$ cat config.mk
export PLATFORM = sky130hd
export DESIGN_NAME = uart_tx
export DESIGN_NICKNAME = d
export VERILOG_FILES = /design/src/rtl/uart_pkg.sv /design/src/rtl/uart_tx_fifo.sv /design/src/rtl/uart_tx.sv
export SDC_FILE = /design/constraint.sdc
export NUM_CORES = 1
export LEC_CHECK = 0
export ABC_AREA = 1
export BUFFER_PORTS_ARGS = -buffer_cell sky130_fd_sc_hd__buf_2
export CORE_MARGIN = 1.5
export CORE_UTILIZATION = 58
export DETAILED_ROUTE_END_ITERATION = 8
export PLACE_DENSITY = 0.87
export SLEW_MARGIN = 10
export SYNTH_ARGS = -nofsm -noshare
export SYNTH_HDL_FRONTEND = slang
export SYNTH_SLANG_ARGS = --single-unit
export TNS_END_PERCENT = 50
$ cat constraint.sdc
create_clock -name clk_3125 -period 1.8 [get_ports clk_3125]
set_input_delay 0.36 -clock clk_3125 [delete_from_list [all_inputs] [get_ports clk_3125]]
set_output_delay 0.36 -clock clk_3125 [all_outputs]
set_load 0.1 [all_outputs]
$ cat src/rtl/uart_pkg.sv
// Shared UART definitions for uart_tx and uart_rx.
//   uart_state_e      : FSM state encoding, common to both directions
//   UART_CLKS_PER_BIT : default clk_3125 cycles per serial bit (~115200 baud)
//   UART_DATA_BITS    : payload bits per frame
//   UART_FRAME_BITS   : start + data + parity + stop
//   uart_even_parity  : parity bit carried by each frame
package uart_pkg;

  typedef enum logic [2:0] {
    StIdle   = 3'b000,
    StStart  = 3'b001,
    StData   = 3'b010,
    StParity = 3'b011,
    StStop   = 3'b100
  } uart_state_e;

  localparam int unsigned UART_CLKS_PER_BIT = 27;
  localparam int unsigned UART_DATA_BITS    = 8;
  localparam int unsigned UART_FRAME_BITS   = 11;

  function automatic logic uart_even_parity(input logic [UART_DATA_BITS-1:0] d);
    return ^d;
  endfunction

endpackage

$ cat src/rtl/uart_tx_fifo.sv
// Circular byte FIFO buffering bytes ahead of the UART transmitter.
// Only instantiated when UART_TX_FIFO_EN is defined.
// Ports:
//   clk_3125 : clock
//   rst_n    : asynchronous active-low reset (empties the FIFO)
//   push     : write din (ignored while full)
//   din      : byte to write
//   pop      : drop the head entry (ignored while empty)
//   dout     : head entry, valid while !empty
//   empty    : no entries
//   full     : DEPTH entries held
module uart_tx_fifo
  import uart_pkg::*;
#(
  parameter int unsigned DEPTH = 4
) (
  input  logic                      clk_3125,
  input  logic                      rst_n,
  input  logic                      push,
  input  logic [UART_DATA_BITS-1:0] din,
  input  logic                      pop,
  output logic [UART_DATA_BITS-1:0] dout,
  output logic                      empty,
  output logic                      full
);

  localparam int unsigned PtrW = $clog2(DEPTH);
  localparam logic [PtrW:0] FullCount = (PtrW + 1)'(DEPTH);

  logic [UART_DATA_BITS-1:0] mem_q [DEPTH];
  logic [PtrW-1:0]           wr_ptr_q, rd_ptr_q;
  logic [PtrW:0]             count_q;
  logic                      do_push, do_pop;

  assign do_push = push && !full;
  assign do_pop  = pop && !empty;
  assign empty   = (count_q == '0);
  assign full    = (count_q == FullCount);
  assign dout    = mem_q[rd_ptr_q];

  // Storage needs no reset: the pointers alone define what is valid.
  always_ff @(posedge clk_3125) begin
    if (do_push) begin
      mem_q[wr_ptr_q] <= din;
    end
  end

  // DEPTH is a power of two, so the pointers wrap by plain overflow.
  always_ff @(posedge clk_3125 or negedge rst_n) begin
    if (!rst_n) begin
      wr_ptr_q <= '0;
      rd_ptr_q <= '0;
      count_q  <= '0;
    end else begin
      if (do_push) begin
        wr_ptr_q <= wr_ptr_q + PtrW'(1);
      end
      if (do_pop) begin
        rd_ptr_q <= rd_ptr_q + PtrW'(1);
      end
      if (do_push && !do_pop) begin
        count_q <= count_q + (PtrW + 1)'(1);
      end else if (do_pop && !do_push) begin
        count_q <= count_q - (PtrW + 1)'(1);
      end
    end
  end

endmodule

$ cat src/rtl/uart_tx.sv
// UART transmitter: start(0), 8 data bits MSB-first, even parity, stop(1),
// each bit CLKS_PER_BIT clocks. Bytes are buffered so frames run back-to-back.
// Build option: define UART_TX_FIFO_EN for a FIFO_DEPTH-entry byte FIFO;
// otherwise a single holding register plus full flag is used.
// Ports:
//   clk_3125 : 3.125 MHz clock
//   rst_n    : asynchronous active-low reset; aborts any frame, drops buffered bytes
//   tx_data  : byte to send, taken when tx_valid && tx_ready
//   tx_valid : upstream has a byte
//   tx_ready : buffer can take a byte (from registered state only)
//   tx       : serial line, idle high, registered
//   tx_busy  : high for every clock of a frame on tx
//   tx_done  : one-clock pulse on the last clock of each stop bit
module uart_tx
  import uart_pkg::*;
#(
  parameter int unsigned CLKS_PER_BIT = UART_CLKS_PER_BIT,
  parameter int unsigned FIFO_DEPTH   = 4
) (
  input  logic                      clk_3125,
  input  logic                      rst_n,
  input  logic [UART_DATA_BITS-1:0] tx_data,
  input  logic                      tx_valid,
  output logic                      tx_ready,
  output logic                      tx,
  output logic                      tx_busy,
  output logic                      tx_done
);

  localparam int unsigned CntW = 6;
  localparam logic [CntW-1:0] BaudLast = CntW'(CLKS_PER_BIT - 1);
  localparam logic [2:0] BitIdxFirst = 3'(UART_DATA_BITS - 1);

  if (CLKS_PER_BIT < 4 || CLKS_PER_BIT > 63) begin : g_bad_clks_per_bit
    $error("uart_tx: CLKS_PER_BIT must be within 4..63");
  end
  if (FIFO_DEPTH < 2 || (FIFO_DEPTH & (FIFO_DEPTH - 1)) != 0) begin : g_bad_fifo_depth
    $error("uart_tx: FIFO_DEPTH must be a power of two >= 2");
  end

  uart_state_e               state_q;
  logic [CntW-1:0]           baud_cnt_q;
  logic [2:0]                bit_idx_q;
  logic [UART_DATA_BITS-1:0] shift_q;
  logic                      par_q;
  logic                      baud_last;
  logic                      line_bit;

  logic                      buf_push, buf_pop, buf_empty, buf_full;
  logic [UART_DATA_BITS-1:0] buf_dout;

  assign tx_ready  = !buf_full;
  assign buf_push  = tx_valid && tx_ready;
  assign baud_last = (baud_cnt_q == BaudLast);
  // Pop from IDLE, or on the final stop clock so the next start follows with no gap.
  assign buf_pop   = !buf_empty &&
                     ((state_q == StIdle) || ((state_q == StStop) && baud_last));

`ifdef UART_TX_FIFO_EN
  uart_tx_fifo #(
    .DEPTH (FIFO_DEPTH)
  ) u_fifo (
    .clk_3125 (clk_3125),
    .rst_n    (rst_n),
    .push     (buf_push),
    .din      (tx_data),
    .pop      (buf_pop),
    .dout     (buf_dout),
    .empty    (buf_empty),
    .full     (buf_full)
  );
`else
  logic [UART_DATA_BITS-1:0] hold_q;
  logic                      full_q;

  // Push needs !full and pop needs full, so they never coincide here.
  always_ff @(posedge clk_3125 or negedge rst_n) begin
    if (!rst_n) begin
      hold_q <= '0;
      full_q <= 1'b0;
    end else if (buf_push) begin
      hold_q <= tx_data;
      full_q <= 1'b1;
    end else if (buf_pop) begin
      full_q <= 1'b0;
    end
  end

  assign buf_dout  = hold_q;
  assign buf_full  = full_q;
  assign buf_empty = !full_q;
`endif

  // Line level implied by the state being left at this edge.
  always_comb begin
    line_bit = 1'b1;
    unique case (state_q)
      StIdle:   line_bit = 1'b1;
      StStart:  line_bit = 1'b0;
      StData:   line_bit = shift_q[bit_idx_q];
      StParity: line_bit = par_q;
      StStop:   line_bit = 1'b1;
      default:  line_bit = 1'b1;
    endcase
  end

  // Outputs are registered from the current state, so tx/tx_busy/tx_done trail
  // the state register by one clock; this is the second clock of accept-to-start.
  always_ff @(posedge clk_3125 or negedge rst_n) begin
    if (!rst_n) begin
      state_q    <= StIdle;
      baud_cnt_q <= '0;
      bit_idx_q  <= '0;
      shift_q    <= '0;
      par_q      <= 1'b0;
      tx         <= 1'b1;
      tx_busy    <= 1'b0;
      tx_done    <= 1'b0;
    end else begin
      tx      <= line_bit;
      tx_busy <= (state_q != StIdle);
      tx_done <= (state_q == StStop) && baud_last;

      unique case (state_q)
        StIdle: begin
          if (buf_pop) begin
            shift_q    <= buf_dout;
            par_q      <= uart_even_parity(buf_dout);
            baud_cnt_q <= '0;
            state_q    <= StStart;
          end
        end
        StStart: begin
          if (baud_last) begin
            baud_cnt_q <= '0;
            bit_idx_q  <= BitIdxFirst;
            state_q    <= StData;
          end else begin
            baud_cnt_q <= baud_cnt_q + CntW'(1);
          end
        end
        StData: begin
          if (baud_last) begin
            baud_cnt_q <= '0;
            if (bit_idx_q == 3'd0) begin
              state_q <= StParity;
            end else begin
              bit_idx_q <= bit_idx_q - 3'd1;
            end
          end else begin
            baud_cnt_q <= baud_cnt_q + CntW'(1);
          end
        end
        StParity: begin
          if (baud_last) begin
            baud_cnt_q <= '0;
            state_q    <= StStop;
          end else begin
            baud_cnt_q <= baud_cnt_q + CntW'(1);
          end
        end
        StStop: begin
          if (baud_last) begin
            baud_cnt_q <= '0;
            if (buf_pop) begin
              shift_q <= buf_dout;
              par_q   <= uart_even_parity(buf_dout);
              state_q <= StStart;
            end else begin
              state_q <= StIdle;
            end
          end else begin
            baud_cnt_q <= baud_cnt_q + CntW'(1);
          end
        end
        default: begin
          baud_cnt_q <= '0;
          state_q    <= StIdle;
        end
      endcase
    end
  end

endmodule

==> Yosys cells after proc, flatten, opt, wreduce, memory -nomap -nowiden <==
Index checks and enable logic that the tools add are counted.
{ "op_classes": {"n_addsub": 2, "magnitude_cmp": 1, "n_eq_ne": 12, "mux": 26, "n_reduce_logical": 16} }
{ "op_table": {"columns": ["operator", "n"], "rows": [
  ["two-way mux 3 bit", 9],
  ["two-way mux 8 bit", 2],
  ["one-hot mux 8 bit (2 select lines)", 1],
  ["one-hot mux 3 bit (5 select lines)", 1],
  ["inequality test 2 bit, second input constant", 7],
  ["two-way mux 6 bit", 2],
  ["one-hot mux 6 bit (2 select lines)", 1],
  ["parity 8 bit", 1],
  ["adder 6 x 1 -> 6 bit, second input constant", 1],
  ["== test 3 x 2 -> 1 bit, second input constant", 2],
  ["== test 6 x 5 -> 1 bit, second input constant", 1],
  ["zero test 3 bit", 2],
  ["two-way mux 1 bit", 6],
  ["one-hot mux 3 bit (2 select lines)", 1],
  ["AND reduction 6 bit", 1],
  ["nonzero test 2 bit", 3],
  ["less-than comparator 3 x 4 -> 1 bit, second input constant", 1],
  ["AND reduction 4 bit", 1],
  ["OR reduction 4 bit", 1],
  ["binary-select mux 1 bit (select 3 bit)", 1],
  ["== test 3 x 1 -> 1 bit, second input constant", 1],
  ["== test 3 bit, second input constant", 1],
  ["logical AND 1 bit", 3],
  ["one-hot mux 1 bit (3 select lines)", 1],
  ["other kinds (6)", 6]
]} }
{ "totals": {"regBits": 33, "in_bits": 11, "output_inout_bits": 4, "elab_cells": 67} }

==> Longest topological paths before layout <==
Gate-level depths: netlist of run 1.
{ "logic_depth": {"word_depth": 7, "mapped_depth": 10, "mapped_depth_nobuf": 10} }

==> Worst setup path after synthesis of run 1 <==
No wires, ideal clock.
{ "synth_path": {"path_kind": "register -> register", "start": "register full_q, in the netlist buf_full", "end": "register hold_q[2], in the netlist buf_dout[2]", "setup_ps": 125, "t_arrival_ps": 1734, "t_required_ps": 1675, "slack_ps": -59, "stages_incl_launch_ff": 6, "path_cell_list": "dfrtp_1 -> inv_1 -> nand2_1 -> buf_2 -> nor2_1 -> a21oi_1"} }
{ "synth_via": {"elab_chain_len": 2} }
{ "synth_rtl": {"columns": ["element", "line_no", "text"], "rows": [
  ["from (decl)", "uart_tx.sv:74", "logic full_q;"],
  ["from (signal assigned)", "uart_tx.sv:80", "full_q <= 1'b0;"],
  ["from (signal assigned)", "uart_tx.sv:83", "full_q <= 1'b1;"],
  ["from (signal assigned)", "uart_tx.sv:85", "full_q <= 1'b0;"],
  ["zero test 1 bit", null, null],
  ["named net tx_ready", "uart_tx.sv:24", "output logic tx_ready,"],
  ["logical AND 1 bit", "uart_tx.sv:53", "assign buf_push = tx_valid && tx_ready;"],
  ["to (signal assigned)", "uart_tx.sv:82", "hold_q <= tx_data;"],
  ["to (decl)", "uart_tx.sv:73", "logic [UART_DATA_BITS-1:0] hold_q;"]
]} }
The timed path passes the listed nets, and every way through them passes these cells.
A chain may end at the register's enable or synchronous reset.

==> Worst setup path in the final report of run 1 <==
{ "layout_path": {"start": "register full_q, in the netlist buf_full", "end": "output port tx_ready"} }
{ "layout_via": {"elab_chain_len": 1} }
{ "layout_rtl": {"columns": ["element", "line_no"], "rows": [
  ["zero test 1 bit", null],
  ["to (decl)", "uart_tx.sv:24"]
]} }
Every way passes these cells.

==> results of run 1 <==
-- routing by layer --
| metal | wire, µm | share of wire, % |
|---|---|---|
| met5 | 0 | 0 |
| met4 | 57 | 1.9 |
| met3 | 116 | 3.8 |
| met2 | 1401 | 46 |
| met1 | 1460 | 48 |
-- kinds of logic after synthesis --
kind of cell	count (synthesis)	share of synthesized area, %
flip-flops	33	46.95
AO/OA/AOI/OAI	31	10.87
adder cells (fa/ha/maj)	4	2.841
AND/OR/NAND/NOR	131	31.96
buffers and inverters	29	6.889
XOR/XNOR	1	0.4972
-- sequential cells by signal, indices dropped and copies added (netlist names) --
signal / flops
baud_cnt_q: 6
bit_idx_q: 3
buf_dout: 8
buf_full: 1
par_q: 1
shift_q: 8
state_q: 3
tx: 1
tx_busy: 1
tx_done: 1
-- where the power goes --
group / switching (µW) / internal [µW]
logic: 243 / 116
registers: 46.7 / 802
clock network: 243 / 156
-- synthesized netlist by cell type, drive strengths merged --
cell type	number	area (µm²)
nand3	10	67.57
buf	2	20.01
a31oi	1	6.260
o21ai	17	115.1
nand4	3	18.77
nor2	26	112.6
xnor2	1	8.760
dfstp	1	26.28
ha	4	50.05
nor3	1	5.000
a21oi	12	63.81
o22ai	1	6.260
inv	27	101.4
dfrtp	32	800.8
nand2	91	359.1
-- through the flow --
step | worst slack (ns) | instance area (µm²) | instances
CTS | 0.06832 | 1903 | 280
finish | 0.08231 | 1903 | 280
detailed placement | 0.2251 | 1854 | 272
global route | 0.03462 | 1903 | 280
global placement | 0.3131 | 1854 | 272
floorplan | 0.06401 | 1765 | 229
-- final cells by class --
class,instances,area (µm²)
timing repair buffer,14,70.07
fill,236,925.9
inverter,27,105.1
sequential,33,827.0
multi-input combinational,167,813.3
tap,31,38.79
clock buffer,8,48.80
-- worst max path at each step --
stage | from | endpoint | slack [ns]
6_report | buf_full | tx_ready | 0.08
3_3_place_gp | baud_cnt_q[0] | buf_full | 0.31
3_5_place_dp | baud_cnt_q[0] | buf_full | 0.23
2_1_floorplan | buf_full | buf_dout[2] | 0.06
4_1_cts | buf_full | tx_ready | 0.07
5_1_grt | buf_full | tx_ready | 0.03
==> metrics.md, run 1 <==
| Metric | Value |
|---|---|
| Status | finished, violations left |
| Failing checks | design-rule violations |
| Die H | about 58 µm |
| CP delay by family, top | buffers and inverters |
| Critical setup path kind | reg -> out |
| Setup TNS | 0 ns |
| CP Data Required Time | ~1.4 ns |
| Syn Std Cell Area | 1762 µm² |
| Met1 Track Usage GR | approximately 27% |
| CTS Buf Count | 5 |
| Reg2reg path depth | 9 |
| Critical Path, Cell by Cell | clkinvlp_4 > buf_2 |
| Worst Clk Skew | between 0.009 and 0.01 ns |
| H-tree levels | 2 |
| CTS Hold Bufs | 0 |
| Most used routing layer | met2 |
| CTS tree | built |
| Vias in the first global route | roughly 1,300 |
| Synth unique cells | 25 |
| DIE AREA | 3377 µm² |
| Register bit total from synthesis | 33 |
| Hpwl dp | ~2200 µm |
| DRT iter0 DRCs | 47 |
| Rows | 19 |
| Area grow syn2layout | 8.026% |
| Post-layout util | between 60% and 70% |
| RSZ-0062 raised after global routing | no |
| Maximum fanout along the worst path | 3 |
| Final Power | approximately 1600 µW |
| Syn nets | between 200 and 250 |
| Total wire length | between 3000 and 4000 µm |
| CTS root buffer | clkbuf_4 |
| Stages on the worst setup path | 2 |
| Total number of vias | roughly 1,400 |
| Worst Path Buf+Inv | 2 |
| Critical Path Start Type | flop |
| Pwr Density | between 800 and 900 nW/µm² |
| Crit end category | primary output |
| Nets | about 260 |
| First-pass GRT wire length | roughly 5400 µm |
| Post-CTS resize count | 0 |
| GRT met3 Usage | under 10% |
| Synth Instances | ~230 |
| CP max-delay cell | dfrtp_1 |
| Ratio of cells with drive above 1 in the final layout | 16.47% |
| CTS max path bufs | 2 |
| Final setup vio count | 0 |
| Clock transition at path regs | ~0.1 ns |
| CP Data Arrival Time | 1.36 ns |
| Hold Violations, Final | 0 |
| Worst Hold Class | in -> async |
| Vias/cell | between 5 and 6 |
| Post-Syn Area per Cell | slightly below 8 µm² |
| # DRC | 2 |
| R2R Setup Slk | 0.21 ns |
| Post-CTS repair timing setup buffer count | 0 |
| Initial antenna violation count | 0 |
| Die W | 58.11 µm |
| Max-cap violations | 0 |
| Hold slack | about 0.059 ns |
| CP peak stage delay | around 0.48 ns |
| Tmin final | about 1.7 ns |
| Clock Sinks | 33 |
| Slew Viols, Final | 0 |
| Worst Tran Pin Value | between 0.7 and 0.8 ns |
| Reg-to-reg startpoint | baud_cnt_q[0] |
| Core Region | between 2000 and 3000 µm² |
| Grt ovf | 0 |
| Pre-antenna DRT Iters | 6 |
| Met2 global-route usage | roughly 32% |
| Total track usage | a little over a fifth |
| Routability cong. | around 0.8 |
| Clock Latency Late Sink | between 0.3 and 0.4 ns |
| Pleak | about 0.0010 µW |
| Sequential share of the synthesized area | approximately 47% |
| Diodes inserted | 0 |
| Most common cell after layout, fill and taps aside | nand2_1 |
| Most frequent cells in the layout | nand2_1, dfrtp_1, inv_1, nor2_1, buf_2 |
| Ys Warns | 0 |
| Worst r2r dst | buf_full |
| IO Pins | 15 |
| Largest net degree at the start of global routing | 34 |
| Antenna-violating nets left | 0 |
| Max Freq | 0.5822 GHz |
| Port Buf Inserts | 14 |
| Max-Slew Margin vs Limit | ~53% |
| Routed len/inst | approximately 11 µm |
| Worst VDD drop | between 600 and 700 µV |
| Tcrit/Tclk final | about 95% |
| Initial core utilization | about 62% |
No activity file was read; power rests on OpenSTA's default activity.
==> inputs of run 2 (changes only) <==
--- a/config.mk
+++ b/config.mk
@@ -11,6 +11,7 @@
 export CORE_UTILIZATION = 58
 export DETAILED_ROUTE_END_ITERATION = 8
 export PLACE_DENSITY = 0.87
+export SETUP_SLACK_MARGIN = 0.1
 export SLEW_MARGIN = 10
 export SYNTH_ARGS = -nofsm -noshare
 export SYNTH_HDL_FRONTEND = slang
==> run 2 against run 1 <==
  * The flow still finishes with violations (design-rule violations)
  * First-iteration DRC count is 4.3% lower
  * Clock skew is 0.0012 ns higher
  * Clock-buffer cell count is 1 lower
  * Register-to-register slack better by 0.03 ns
  * Fmax is 3.1% higher
  * Cell area is 1.4% higher
  * Sequential share of layout area is 0.59 points lower
  * Highest routed layer unchanged
==> metrics.md, run 2 (synthesized netlist as in run 1, its figures left out) <==
| Metric | Value |
|---|---|
| First-pass GRT wire length | 5416 µm (was 5368 µm) |
| Total wire length | 3056 µm (was 3035 µm) |
| Port Buf Inserts | 14 (unchanged) |
| CTS max path bufs | 2 (unchanged) |
| R2R Setup Slk | 0.24 ns (was 0.21 ns) |
| CP Data Required Time | 1.44 ns (about the same) |
| CP peak stage delay | 0.52 ns (was 0.48 ns) |
| Reg-to-reg startpoint | baud_cnt_q[0] (unchanged) |
| Final setup vio count | 0 (unchanged) |
| Nets | 263 (unchanged) |
| Largest net degree at the start of global routing | 34 (unchanged) |
| RSZ-0062 raised after global routing | yes (was no) |
| H-tree levels | 2 (unchanged) |
| Ratio of cells with drive above 1 in the final layout | 18.07% (was 16.47%) |
| Status | finished, violations left (unchanged) |
| Post-CTS repair timing setup buffer count | 0 (unchanged) |
| IO Pins | 15 (unchanged) |
| Pwr Density | 892.1 nW/µm² (was 843.8 nW/µm²) |
| Slew Viols, Final | 0 (unchanged) |
| Initial antenna violation count | 0 (unchanged) |
| CTS Buf Count | 5 (unchanged) |
| Total number of vias | 1,445 (was 1,402) |
| Finished Cell Area | 1929 µm² (was 1903 µm²) |
| Setup TNS | 0 ns (unchanged) |
| Final Power | 1721 µW (was 1606 µW) |
| CTS tree | built (unchanged) |
| Crit end category | primary output (unchanged) |
| Critical Path Start Type | flop (unchanged) |
| Diodes inserted | 0 (unchanged) |
| Max Freq | 0.6001 GHz (was 0.5822 GHz) |
| Die H | 58.11 µm (unchanged) |
| Clock Sinks | 33 (unchanged) |
| Worst Tran Pin Value | 0.7088 ns (was 0.7018 ns) |
| CTS root buffer | clkbuf_4 (unchanged) |
| Routability cong. | 0.7902 (was 0.8011) |
| Core Region | 2829 µm² (unchanged) |
| Clock Latency Late Sink | 0.35 ns (was 0.33 ns) |
| Critical setup path kind | reg -> out (unchanged) |
| Tcrit/Tclk final | 92.58% (was 95.43%) |
| Worst VDD drop | 775.1 µV (was 688.4 µV) |
| DIE AREA | 3377 µm² (unchanged) |
| Area grow syn2layout | 9.517% (was 8.026%) |
| Total track usage | 21.60% (was 21.32%) |
| Max-Slew Margin vs Limit | 52.75% (was 53.21%) |
| Pleak | 0.001057 µW (was 0.001042 µW) |
| Hpwl dp | 2238 µm (was 2246 µm) |
| # DRC | 1 (was 2) |
| DP Area | 1857 µm² (was 1854 µm²) |
| Max-cap violations | 0 (unchanged) |
| Die W | 58.11 µm (unchanged) |
| Clock transition at path regs | 0.11 ns (was 0.10 ns) |
| Routed len/inst | 10.91 µm (was 10.84 µm) |
| Vias/cell | 5.161 (was 5.007) |
| Grt ovf | 0 (unchanged) |
| Multi-input logic area | 815.8 µm² (was 813.3 µm²) |
| Failing checks | design-rule violations (unchanged) |
| Worst r2r dst | buf_full (unchanged) |
| Hold Violations, Final | 0 (unchanged) |
| CP max-delay cell | dfrtp_1 (unchanged) |
| Hold slack | 0.04457 ns (was 0.05937 ns) |
| Fill cells | 220 (was 236) |
| Pre-antenna DRT Iters | 6 (unchanged) |
| DRT iter0 DRCs | 45 (was 47) |
| Antenna-violating nets left | 0 (unchanged) |
| Worst Hold Class | in -> async (unchanged) |
| Reg2reg path depth | 9 (unchanged) |
| Vias in the first global route | 1,307 (unchanged) |
| Most common cell after layout, fill and taps aside | nand2_1 (unchanged) |
| Rows | 19 (unchanged) |
| Most frequent cells in the layout | nand2_1, dfrtp_1, inv_1, nor2_1, buf_2 (unchanged) |
| Worst Clk Skew | 0.01049 ns (was 0.009267 ns) |
| Tmin final | 1.666 ns (was 1.718 ns) |
| Critical Path, Cell by Cell | clkinvlp_4 > buf_4 (was clkinvlp_4 > buf_2) |
| Maximum fanout along the worst path | 3 (unchanged) |
| FF/Latch Area | 827.0 µm² (unchanged) |
| Initial core utilization | 62.27% (unchanged) |
| CP Data Arrival Time | 1.31 ns (was 1.36 ns) |
run 2: changes by cell type in the layout (fill, tap and decap cells not counted), sizes merged:
cell / change
clkbuf: -1
clkinv: +1
run 2: layout make-up:
type	instances	area share, %
Clock buffer	7	3.372
Clock inverter	1	0.2594
Inverter	27	5.447
Multi-Input combinational cell	167	42.28
Sequential cell	33	42.87
Tap cell	31	2.010
Timing Repair Buffer	14	3.761
run 2: per-stage QoR:
step	std cells	utilization (%)	setup slack, ns
detailed placement	272	65.63	0.2314
global route	280	68.20	0.05591
floorplan	229	-	0.1379
finish	280	68.20	0.1336
global placement	272	65.63	0.3267
CTS	280	68.20	0.1115
run 2: worst max path at each step:
stage	start	to	slack [ns]	depth (start not counted)
2_1_floorplan	buf_full	buf_dout[2]	0.14	5
5_1_grt	baud_cnt_q[0]	buf_full	0.06	9
4_1_cts	buf_full	tx_ready	0.11	2
3_5_place_dp	baud_cnt_q[0]	buf_full	0.23	9
6_report	buf_full	tx_ready	0.13	2
3_3_place_gp	baud_cnt_q[0]	buf_full	0.33	9
run 2: what timing repair did:
action	in CTS	in global routing
hold buffers	0	0
resized for setup	1	0
setup endpoints to repair	1	6
run 2: metal layers:
metal  track usage (%)  wire (µm)
met1             26.50       1521
met2             33.77       1353
met4             10.30         61
met5                 0          0
met3             8.036        119
run 2: where the power goes:
group	internal, µW	leakage, µW	total (µW)	switching, µW
combinational	117	0.000671	376	259
sequential	802	0.000345	852	50.5
clock	226	0.0000413	493	266
run 2: worst max-delay path: cells and delay by family (launching register included):
family / cells / cell delay (ns)
buffers and inverters: 2 / 0.43
flip-flops: 1 / 0.52
==> inputs of run 3 (changes only) <==
--- a/config.mk
+++ b/config.mk
@@ -8,9 +8,9 @@
 export ABC_AREA = 1
 export BUFFER_PORTS_ARGS = -buffer_cell sky130_fd_sc_hd__buf_2
 export CORE_MARGIN = 1.5
-export CORE_UTILIZATION = 58
+export CORE_UTILIZATION = 60
 export DETAILED_ROUTE_END_ITERATION = 8
-export PLACE_DENSITY = 0.87
+export PLACE_DENSITY = 0.89
 export SETUP_SLACK_MARGIN = 0.1
 export SLEW_MARGIN = 10
 export SYNTH_ARGS = -nofsm -noshare
==> constraint.sdc (replaced) <==
create_clock -name clk_3125 -period 1.95 [get_ports clk_3125]
set_input_delay 0.39 -clock clk_3125 [delete_from_list [all_inputs] [get_ports clk_3125]]
set_output_delay 0.39 -clock clk_3125 [all_outputs]
set_load 0.1 [all_outputs]
==> run 3 against run 2 <==
  * The run now ends clean
  * Total power is 9.5% lower
  * Clock power is 11% lower
  * Sequential power is 8.1% lower
  * Non-clock buffer count stayed put
  * Critical path type unchanged
  * Highest routed layer unchanged
==> metrics.md, run 3 (synthesized netlist as in run 1, its figures left out) <==
| Metric | Value |
|---|---|
| Critical setup path kind | reg -> out (unchanged) |
| Initial antenna violation count | 0 (unchanged) |
| Worst Hold Class | in -> async (unchanged) |
| Pleak | 0.001057 µW (about the same) |
| Maximum fanout along the worst path | 3 (unchanged) |
| Die H | 57.19 µm (was 58.11 µm) |
| Grt ovf | 0 (unchanged) |
| Fill cells | 221 (was 220) |
| IO Pins | 15 (unchanged) |
| Port Buf Inserts | 14 (unchanged) |
| Max Freq | ~0.57 GHz |
| Tcrit/Tclk final | roughly nine tenths |
| Total wire length | 2912 µm (was 3056 µm) |
| Core Region | 2781 µm² (was 2829 µm²) |
| Slew Viols, Final | 0 (unchanged) |
| Clock Sinks | 33 (unchanged) |
| Pre-antenna DRT Iters | 4 (was 6) |
| Post-CTS repair timing setup buffer count | 0 (unchanged) |
| Antenna-violating nets left | 0 (unchanged) |
| Hpwl dp | 2170 µm (was 2238 µm) |
| Post-CTS resize count | 0 (was 1) |
| CTS Hold Bufs | 0 (unchanged) |
| Critical Path Start Type | flop (unchanged) |
| Worst Clk Skew | 0.008863 ns (was 0.01049 ns) |
| Vias/cell | 5.107 (was 5.161) |
| Clock transition at path regs | 0.11 ns (about the same) |
| Final setup vio count | 0 (unchanged) |
| CP Data Required Time | 1.56 ns (was 1.44 ns) |
| Total track usage | 21.09% (was 21.60%) |
| Tmin final | between 1.5 and 2 ns |
| DIE AREA | 3270 µm² (was 3377 µm²) |
| CP max-delay cell | dfrtp_1 (unchanged) |
| CTS root buffer | clkbuf_4 (unchanged) |
| Wire length on met2 | 1329 µm (was 1353 µm) |
| CTS tree | built (unchanged) |
| # DRC | 0 (was 1) |
| Largest net degree at the start of global routing | 34 (unchanged) |
| Pwr Density | 809.8 nW/µm² (was 892.1 nW/µm²) |
| CTS Buf Count | 5 (unchanged) |
| Worst VDD drop | 732.4 µV (was 775.1 µV) |
| Area grow syn2layout | 9.233% (was 9.517%) |
| Initial core utilization | 63.34% (was 62.27%) |
| Pre-CTS setup slack | 0.3895 ns (was 0.2314 ns) |
| DRT iter0 DRCs | 46 (was 45) |
| Rows | 19 (unchanged) |
| Routability cong. | 0.7985 (was 0.7902) |
| Max-cap violations | 0 (unchanged) |
| Wl on met1 | 1388 µm (was 1521 µm) |
| Routed wl met3 | 162 µm (was 119 µm) |
| Die W | 57.19 µm (was 58.11 µm) |
| Setup TNS | 0 ns (unchanged) |
| Vias in the first global route | 1,240 (was 1,307) |
| Max-Slew Margin vs Limit | 53.59% (was 52.75%) |
| RSZ-0062 raised after global routing | no (was yes) |
| CP peak stage delay | 0.48 ns (was 0.52 ns) |
| Total number of vias | 1,430 (was 1,445) |
| Most frequent cells in the layout | nand2_1, dfrtp_1, inv_1, nor2_1, buf_2 (unchanged) |
| Critical Path, Cell by Cell | clkinvlp_4 > buf_2 (was clkinvlp_4 > buf_4) |
| Ratio of cells with drive above 1 in the final layout | 17.67% (was 18.07%) |
| First-pass GRT wire length | 5216 µm (was 5416 µm) |
| H-tree levels | 2 (unchanged) |
| Crit end category | primary output (unchanged) |
| Clock Latency Late Sink | 0.34 ns (was 0.35 ns) |
| Diodes inserted | 0 (unchanged) |
| CP Data Arrival Time | 1.36 ns (was 1.31 ns) |
| Final worst slack | 0.2018 ns (was 0.1336 ns) |
| Most common cell after layout, fill and taps aside | nand2_1 (unchanged) |
| Top layer in use | met4 (unchanged) |
| CTS max path bufs | 2 (unchanged) |
| Hold Violations, Final | 0 (unchanged) |
| Routed len/inst | 10.40 µm (was 10.91 µm) |
| Worst Tran Pin Value | 0.6962 ns (was 0.7088 ns) |
| Nets | 263 (unchanged) |
| Status | finished clean (was finished, violations left) |
run 3: where the power goes:
group	switching (µW)	internal, µW
Clock	228	209
Combinational	232	107
Sequential	42.4	740
Total	502	1060
run 3: stage by stage:
step                cells  util, %  area, µm²  power [µW]  hold WS, ns
floorplan             229        -       1765        1055      0.09441
global placement      272    66.67       1854        1119       0.4633
detailed placement    272    66.67       1854        1135       0.4660
CTS                   280    69.19       1924        1572       0.1116
global route          280    69.19       1924        1657       0.1583
finish                280    69.19       1924        1558      0.08279
run 3: routing by layer:
layer,global-route usage (%),up-vias
li1,-,760
met4,11.30,0
met2,31.69,31
met1,28.13,637
met3,5.442,2
met5,0,-
run 3: worst paths after layout:
kind / startpoint / endpoint / slack (ns) / cells after the start
setup / recovery: buf_full / tx_ready / 0.20 / 2
max in group asynchronous: rst_n / shift_q[2] / 1.41 / 1
hold reg to reg: shift_q[3] / shift_q[3] / 0.49 / 2
hold / removal: rst_n / tx_busy / 0.08 / 1
setup reg to reg: baud_cnt_q[0] / buf_full / 0.39 / 9
min in group clk_3125: tx_data[5] / buf_dout[5] / 0.30 / 3
run 3: critical path, delay by kind of cell (launching register included):
kind     cells  cell delay (ns)
flops        1             0.48
buf+inv      2             0.54
run 3: area by class of cell:
type	instances	area (µm²)	share of cell area [%]
clock buffers	7	65.06	3.381
multi-input cells	167	813.3	42.26
clock inverters	1	5.005	0.2601
inverters	27	105.1	5.462
repair buffers	14	70.07	3.641
flip-flops and latches	33	827.0	42.98
well taps	31	38.79	2.016
